<file path="src/rtl/act_skew_feeder.sv">
// Activation skew feeder: turns one unskewed vector per handshake into the diagonal
// wavefront a systolic array expects, then flushes the skew with zero-filled steps.
module act_skew_feeder #(
  parameter int DATA_WIDTH  = 8,
  parameter int ARRAY_SIZE  = 16,
  parameter int MAX_VECTORS = 256
) (
  input  logic                             clk,
  input  logic                             rst_n,
  input  logic                             start,
  input  logic [$clog2(MAX_VECTORS+1)-1:0] num_vectors,
  input  logic                             abort,
  input  logic [DATA_WIDTH*ARRAY_SIZE-1:0] in_data,
  input  logic                             in_valid,
  output logic                             in_ready,
  output logic [DATA_WIDTH*ARRAY_SIZE-1:0] act_out,
  output logic                             act_valid,
  output logic                             act_last,
  output logic                             busy,
  output logic                             done
);

  localparam int CNT_W = $clog2(MAX_VECTORS + 1);
  localparam int DRN_W = (ARRAY_SIZE > 1) ? $clog2(ARRAY_SIZE) : 1;
  localparam logic [DRN_W-1:0] DRAIN_LAST = DRN_W'((ARRAY_SIZE > 1) ? ARRAY_SIZE - 2 : 0);
  localparam int VEC_W = DATA_WIDTH * ARRAY_SIZE;

  typedef enum logic [1:0] {
    IDLE,
    FEED,
    DRAIN
  } state_t;

  state_t             state;
  state_t             state_next;
  logic [CNT_W-1:0]   vec_left;
  logic [DRN_W-1:0]   drain_cnt;

  logic               start_ok;
  logic               load;
  logic               accept;
  logic               last_accept;
  logic               drain_end;
  logic               advance;
  logic               final_beat;
  logic               clear_skew;
  logic [VEC_W-1:0]   elem_in;
  logic [VEC_W-1:0]   out_next;

  // busy stays high through the act_last beat so it falls together with done
  assign busy        = (state != IDLE) | act_last;
  assign in_ready    = (state == FEED);
  assign start_ok    = start & ~busy & ~abort;
  assign load        = start_ok & (num_vectors != '0);
  assign accept      = in_valid & in_ready & ~abort;
  assign last_accept = accept & (vec_left == CNT_W'(1));
  assign drain_end   = (state == DRAIN) & (drain_cnt == DRAIN_LAST);
  assign advance     = accept | ((state == DRAIN) & ~abort);
  assign final_beat  = ~abort & (drain_end | (last_accept & (ARRAY_SIZE == 1)));
  assign clear_skew  = abort | load;
  assign elem_in     = (state == DRAIN) ? '0 : in_data;

  always_ff @(posedge clk or negedge rst_n) begin
    if (!rst_n) begin
      state <= IDLE;
    end else begin
      state <= state_next;
    end
  end

  always_comb begin
    state_next = state;
    case (state)
      IDLE:    if (load) state_next = FEED;
      FEED:    if (last_accept) state_next = (ARRAY_SIZE > 1) ? DRAIN : IDLE;
      DRAIN:   if (drain_end) state_next = IDLE;
      default: state_next = IDLE;
    endcase
    if (abort) state_next = IDLE;
  end

  always_ff @(posedge clk or negedge rst_n) begin
    if (!rst_n) begin
      vec_left  <= '0;
      drain_cnt <= '0;
    end else begin
      if (abort) begin
        vec_left <= '0;
      end else if (load) begin
        vec_left <= num_vectors;
      end else if (accept) begin
        vec_left <= vec_left - CNT_W'(1);
      end
      if ((state == DRAIN) && !abort && !drain_end) begin
        drain_cnt <= drain_cnt + DRN_W'(1);
      end else begin
        drain_cnt <= '0;
      end
    end
  end

  // Column 0 feeds the output register directly; column c goes through c stages first
  assign out_next[DATA_WIDTH-1:0] = elem_in[DATA_WIDTH-1:0];

  for (genvar c = 1; c < ARRAY_SIZE; c++) begin : g_col
    logic [DATA_WIDTH-1:0] stage_q [c];

    always_ff @(posedge clk or negedge rst_n) begin
      if (!rst_n) begin
        for (int j = 0; j < c; j++) stage_q[j] <= '0;
      end else if (clear_skew) begin
        for (int j = 0; j < c; j++) stage_q[j] <= '0;
      end else if (advance) begin
        stage_q[0] <= elem_in[c*DATA_WIDTH +: DATA_WIDTH];
        for (int j = 1; j < c; j++) stage_q[j] <= stage_q[j-1];
      end
    end

    assign out_next[c*DATA_WIDTH +: DATA_WIDTH] = stage_q[c-1];
  end

  always_ff @(posedge clk or negedge rst_n) begin
    if (!rst_n) begin
      act_out   <= '0;
      act_valid <= 1'b0;
      act_last  <= 1'b0;
      done      <= 1'b0;
    end else begin
      if (abort) begin
        act_out <= '0;
      end else if (advance) begin
        act_out <= out_next;
      end
      act_valid <= advance;
      act_last  <= final_beat;
      done      <= ~abort & (act_last | (start_ok & (num_vectors == '0)));
    end
  end

endmodule

</file>
<file path="config.mk">
export PLATFORM = sky130hd
export DESIGN_NAME = act_skew_feeder
export DESIGN_NICKNAME = d
export VERILOG_FILES = /design/src/rtl/act_skew_feeder.sv
export SDC_FILE = /design/constraint.sdc
export NUM_CORES = 2
export LEC_CHECK = 0
export BUFFER_PORTS_ARGS = -buffer_cell sky130_fd_sc_hd__buf_4
export CAP_MARGIN = 20
export CORE_MARGIN = 1.5
export CORE_UTILIZATION = 45
export CTS_BUF_LIST = sky130_fd_sc_hd__clkbuf_8
export DETAILED_ROUTE_END_ITERATION = 10
export PLACE_DENSITY = 0.69
export SLEW_MARGIN = 20
export SYNTH_ARGS = -nofsm -noshare
export SYNTH_HDL_FRONTEND = slang
export SYNTH_SLANG_ARGS = --single-unit
export TNS_END_PERCENT = 1
</file>
<file path="constraint.sdc">
create_clock -name clk -period 1.6 [get_ports clk]
set_input_delay 0.48 -clock clk [delete_from_list [all_inputs] [get_ports clk]]
set_output_delay 0.48 -clock clk [all_outputs]
set_load 0.005 [all_outputs]
</file>
=== Word level (Yosys, flattened, before mapping) ===
Index checks and enable logic that the tools add are counted.

* Bits in registers: 1,106
* Bits of input ports: 142
* Output and inout bits: 133
* Word-level logic and storage cells: 207

* Add/sub/neg operators: 2
* Equality and inequality tests: 7
* Multiplexer cells: 42
* Bitwise operators: 17
* Reduce and logical (&&, ||, !) cells: 12

{| class="wikitable"
|+ Operators with widths
! cell !! count
|-
| 128-bit two-way mux || 3
|-
| 120-bit two-way mux || 2
|-
| 112-bit two-way mux || 2
|-
| 104-bit two-way mux || 2
|-
| 96-bit two-way mux || 2
|-
| 88-bit two-way mux || 2
|-
| 80-bit two-way mux || 2
|-
| 72-bit two-way mux || 2
|-
| 64-bit two-way mux || 2
|-
| 56-bit two-way mux || 2
|-
| 48-bit two-way mux || 2
|-
| 40-bit two-way mux || 2
|-
| 32-bit two-way mux || 2
|-
| 24-bit two-way mux || 2
|-
| 16-bit two-way mux || 2
|-
| 9-bit two-way mux || 3
|-
| 8-bit two-way mux || 2
|-
| 1-bit bitwise AND || 11
|-
| 9-bit by 1-bit == test with 1-bit output, second input constant || 1
|-
| 9-bit logical NOT || 1
|-
| 9-bit nonzero test || 1
|-
| 9-bit by 1-bit subtractor with 9-bit output, second input constant || 1
|-
| 2-bit two-way mux || 4
|-
| 3-bit != test, second input constant || 2
|-
| other kinds (15) || 23
|}

=== Logic depth before layout (Yosys ltp) ===
* Depth in word-level cells: 9
* Mapped depth: 9
* Depth with buffers taken out: 6

=== Worst setup path before layout ===
No wires, ideal clock.

* Kind: input to register
* From: input abort
* To: register g_col[15].stage_q[0] (netlist name)
* Setup time: 119 ps
* Arrival time: 1,701 ps
* Data required time: 1,481 ps
* Slack: -220 ps
* Stages: 9
* Buffers on the path: 5
* Cell sequence: buf_2 nor2_2 nand3_2 o21ai_1 buf_4 buf_6 buf_6 buf_6 a21oi_2

* Longest elaborated chain between the ends: 5
* Elaborated cells on any way between the ends: 9
* Those cells by class: mux: 1; bitwise: 7; reduce/logical: 1

{| class="wikitable"
|+ RTL lines
! element !! RTL line !! text
|-
| start, declared || 12 || <nowiki>input logic abort,</nowiki>
|-
| 1-bit inverter || 53, 55, 58 ||
|-
| 1-bit bitwise AND || 53 || <nowiki>assign start_ok = start & ~busy & ~abort;</nowiki>
|-
| 1-bit bitwise AND || 54 || <nowiki>assign load = start_ok & (num_vectors != '0);</nowiki>
|-
| 1-bit bitwise OR || 60 || <nowiki>assign clear_skew = abort | load;</nowiki>
|-
| 120-bit two-way mux or 2-bit nonzero test (tied branches) || -- ||
|-
| end, declared || 106 || <nowiki>logic [DATA_WIDTH-1:0] stage_q [c];</nowiki>
|}

Parallel ways exist; a longest one is shown, timed or not.
A chain may end at the register's enable or synchronous reset.

=== Worst setup path after layout ===
* From: register state[0]
* To: output busy

* Longest elaborated chain between the ends: 2

{| class="wikitable"
|+ RTL lines
! element !! RTL line !! text
|-
| start, declared || 34 || <nowiki>state_t state;</nowiki>
|-
| start signal, assigned || 67 || <nowiki>state <= state_next;</nowiki>
|-
| 2-bit nonzero test || 51 || <nowiki>assign busy = (state != IDLE) | act_last;</nowiki>
|-
| 1-bit bitwise OR || 51 ||
|-
| end, declared || 19 || <nowiki>output logic busy,</nowiki>
|}

No other way between the ends.

==> out/results.tsv <==
stage	metric	value	unit
clock_tree	tritoncts	done	
power_and_ir_drop	pwr-share-comb	8.6	%
routing	drtAntennaViolNets	0	
grt	grt_util_all_layers	21.7	%
grt	overflow	0	
finish	drive_gt1_share	21.4	%
logic_synthesis	ys_types	42	
routing	wl_per_cell	17.4	um
floorplanning	core_area	98300	um2
logic_synthesis	syn_nets	4808	
worst_setup_path	critical_path.endpoint_type	primary output	
run	drv_cap	0	
logic_synthesis	synth_area_leaders	dfrtp_1 62%, a21oi_1 10%, nor3_1 7.8%	
logic_synthesis	synth-edff-count	0	
clock_tree	cts_buffers	181	
power_and_ir_drop	netSwitchingFraction	25.2	%
routing	drc	0	
placed_design	placed_cells	6144	
worst_setup_path	required	1.12	ns
grt	first_global_vias	34700	
timing	finalClockSkew	0.0441	ns
power_and_ir_drop	ir_worst_vdd	0.659	mV
power_and_ir_drop	powerDensity	1010	nW/um2
power_and_ir_drop	p_leak	26.0	nW
clock_tree	clkLatencyLatePin	0.87	ns
clock_tree	cts-root-buf	clkbuf_8	
routing	wl	116	mm
timing	period_needed	2.41	ns
routing	drt-initial-drc-count	2799	
timing	drv_slew	0	
finish	fin_cells	6662	
worst_setup_path	crit_path_start_kind	flop	
floorplanning	start_util	45.3	%
power_and_ir_drop	seq_power_share	48.4	%
finish	final_area	57700	um2
logic_synthesis	synth-seq-area-share	62.1	%
logic_synthesis	synth_area_leader_cell	dfrtp_1	
floorplanning	pin_count	275	
placed_design	gp_congestion	0.807	
logic_synthesis	syn-cell-area	44500	um2
worst_hold_path	hold_path_class	input pin to flop	
logic_synthesis	synth-adder-area-share	0.112	%
timing	finalHoldViolations	0	
logic_synthesis	yosys_warnings	0	
clock_tree	cts.clk_slew.worst_paths	0.06	ns
timing	tightest_slew	0.538	ns
logic_synthesis	synth_compound_area_share	13.8	%
logic_synthesis	synthArstFlopShare	100	%
worst_setup_path	crit_type	flop to primary output	
timing	fin_crit_sh	150	%
power_and_ir_drop	p_switching	0.0147	W
finish	area_growth	29.7	%
logic_synthesis	synth_area_per_cell	9.55	um2
floorplanning	dieArea	101000	um2
grt	antenna_found_initial	8	
grt	grt_pass1_wl	181	mm
timing	finalSetupViolCount	1233	
routing	vias	35900	
status	violations	negative setup slack	
timing	setup_ws	-0.806	ns
finish	fill_cells	7937	
placed_design	dp_hpwl	68.7	mm
timing	slew_headroom	64.1	%
logic_synthesis	synthSimpleGateAreaFrac	19.6	%
timing	rsz0062_at_grt	yes	
timing	fin_tns_setup	-487.50	ns
clock_tree	cts_sinks	1106	
routing	drtPass1Iterations	7	
power_and_ir_drop	p_clk_share	43.0	%
logic_synthesis	synth_top_family_by_area	simple AND/OR/NAND/NOR gates	
clock_tree	htree_levels	4	
placed_design	io_buffers	274	
floorplanning	fp-row-count	115	
logic_synthesis	synth_cells	4662	
floorplanning	die_height	318	um
clock_tree	cts.path.max_buffers	3	
logic_synthesis	synth_xor_area_share	0.157	%
logic_synthesis	synth_ff_type	dfrtp_1	
routing	avgViaCountPerCell	5.39	
logic_synthesis	yosysTopAreaCellShare	62.1	%
logic_synthesis	synthMuxAreaShare	0	%
finish	nets	5375	
status	status	complete, but fails checks	
placed_design	place_area	50000	um2
timing	fmax	416	MHz
grt	grt_max_degree	80	
logic_synthesis	ys_seq_elements	1106	
worst_setup_path	cp_max_fo	5	
floorplanning	die_x	318	um
power_and_ir_drop	intPower	0.0434	W
worst_setup_path	critPathArrivalTime	1.93	ns
-- routing by layer --
| layer | part of all wire (%) | wire length, um | global-route usage (%) |
|---|---|---|---|
| met2 | 49 | 56500 | 34.2 |
| met3 | 4.9 | 5690 | 4.83 |
| met5 | 0.057 | 66 | 0 |
| met1 | 43 | 50200 | 29.4 |
| met4 | 2.9 | 3310 | 7.97 |
-- layout by cell type (no fill, tap or decap), types with 60 or more instances in the layout --
master / instances
nor3_1: 654
inv_1: 60
a21oi_2: 142
nand2_1: 547
buf_4: 276
dlygate4sd3_1: 136
a21oi_1: 823
dfrtp_1: 1093
clkbuf_8: 229
buf_12: 108
buf_6: 174
nor2_1: 785
-- critical path, cell delays in order (launching register included) --
cell and delay [ns]:
dfrtp_1 0.43, buf_4 0.16, or3_1 0.34, buf_4 0.14
-- logic make-up after synthesis --
| family | after synthesis |
|---|---|
| simple gates | 2069 |
| compound gates | 1110 |
| flops | 1106 |
| buf+inv | 365 |
| xor+xnor | 8 |
| fa+ha+maj | 4 |
-- cell usage after synthesis (2+ instances only) --
| cell type | n |
|---|---|
| and3_1 | 2 |
| or4_1 | 2 |
| nand2_1 | 558 |
| buf_4 | 4 |
| buf_2 | 290 |
| nor2_1 | 793 |
| xor2_1 | 4 |
| dfrtp_1 | 1106 |
| nand2b_1 | 2 |
| inv_1 | 5 |
| a22o_1 | 32 |
| o31ai_1 | 5 |
| buf_6 | 19 |
| a21oi_2 | 50 |
| xnor2_1 | 4 |
| a21oi_1 | 919 |
| a22oi_1 | 96 |
| nor3_1 | 693 |
| ha_1 | 4 |
| nand3_1 | 6 |
| clkbuf_1 | 44 |
| buf_1 | 3 |
| or3_1 | 2 |
-- timing repair --
item,4_1_cts,5_1_grt
gates resized for setup,200,235
hold buffers,136,0
cloned,0,32
setup buffers,4,17
hold endpoints to repair,551,0
pin swaps,22,174
endpoints found under the setup margin,1227,1234
-- cell type report --
cell class / instances / area (um2) / area share [%]
Antenna cell: 5 / 12.5 / 0.0217
Clock buffer: 229 / 3150 / 5.46
Clock inverter: 95 / 558 / 0.966
Inverter: 5 / 35.0 / 0.0607
Multi-Input combinational cell: 3192 / 15900 / 27.6
Sequential cell: 1106 / 27700 / 48.0
Tap cell: 1287 / 1610 / 2.79
Timing Repair Buffer: 743 / 8750 / 15.1
-- worst paths after layout --
| kind | start | to | slack (ns) | cells after the start |
|---|---|---|---|---|
| min in group asynchronous | rst_n | g_col[12].stage_q[56] | 0.11 | 2 |
| worst max register to register | state[1] | g_col[12].stage_q[14] | -0.57 | 8 |
| max in group asynchronous | rst_n | g_col[9].stage_q[26] | 0.68 | 4 |
| worst min register to register | drain_cnt[0] | drain_cnt[0] | 0.48 | 1 |
| worst max-delay path | state[0] | busy | -0.81 | 3 |
| worst min-delay path | num_vectors[8] | vec_left[8] | 0.08 | 4 |
-- flip-flops by register name, summed over array words and instances (netlist names) --
register       count
act_out          128
act_valid          1
drain_cnt          4
vec_left           9
done               1
g_col.stage_q    960
state              2
act_last           1
-- stage by stage --
| step | hold slack [ns] | power (W) | setup WS (ns) | util (%) |
|---|---|---|---|---|
| finish | 0.0834 | 0.0581 | -0.806 | 58.8 |
| global route | 0.0721 | 0.0604 | -0.883 | 58.8 |
| CTS | 0.00205 | 0.0582 | -0.878 | 56.8 |
| detailed placement | 0.379 | 0.0328 | -0.509 | 50.8 |
| global placement | 0.378 | 0.0327 | -0.492 | 50.8 |
| floorplan | 0.184 | 0.0306 | -0.127 | - |
-- power by group through the flow --
| stage | registers (W) | logic [W] | clock network, W |
|---|---|---|---|
| after CTS | 0.0281 | 0.00449 | 0.0256 |
| after detailed placement | 0.0286 | 0.00414 | 0 |
| after global routing | 0.0281 | 0.00544 | 0.0268 |
| final | 0.0281 | 0.00498 | 0.0250 |
| after global placement | 0.0286 | 0.00409 | 0 |
| after floorplan | 0.0286 | 0.00198 | 0 |
Power figures use the tool's default switching activity.
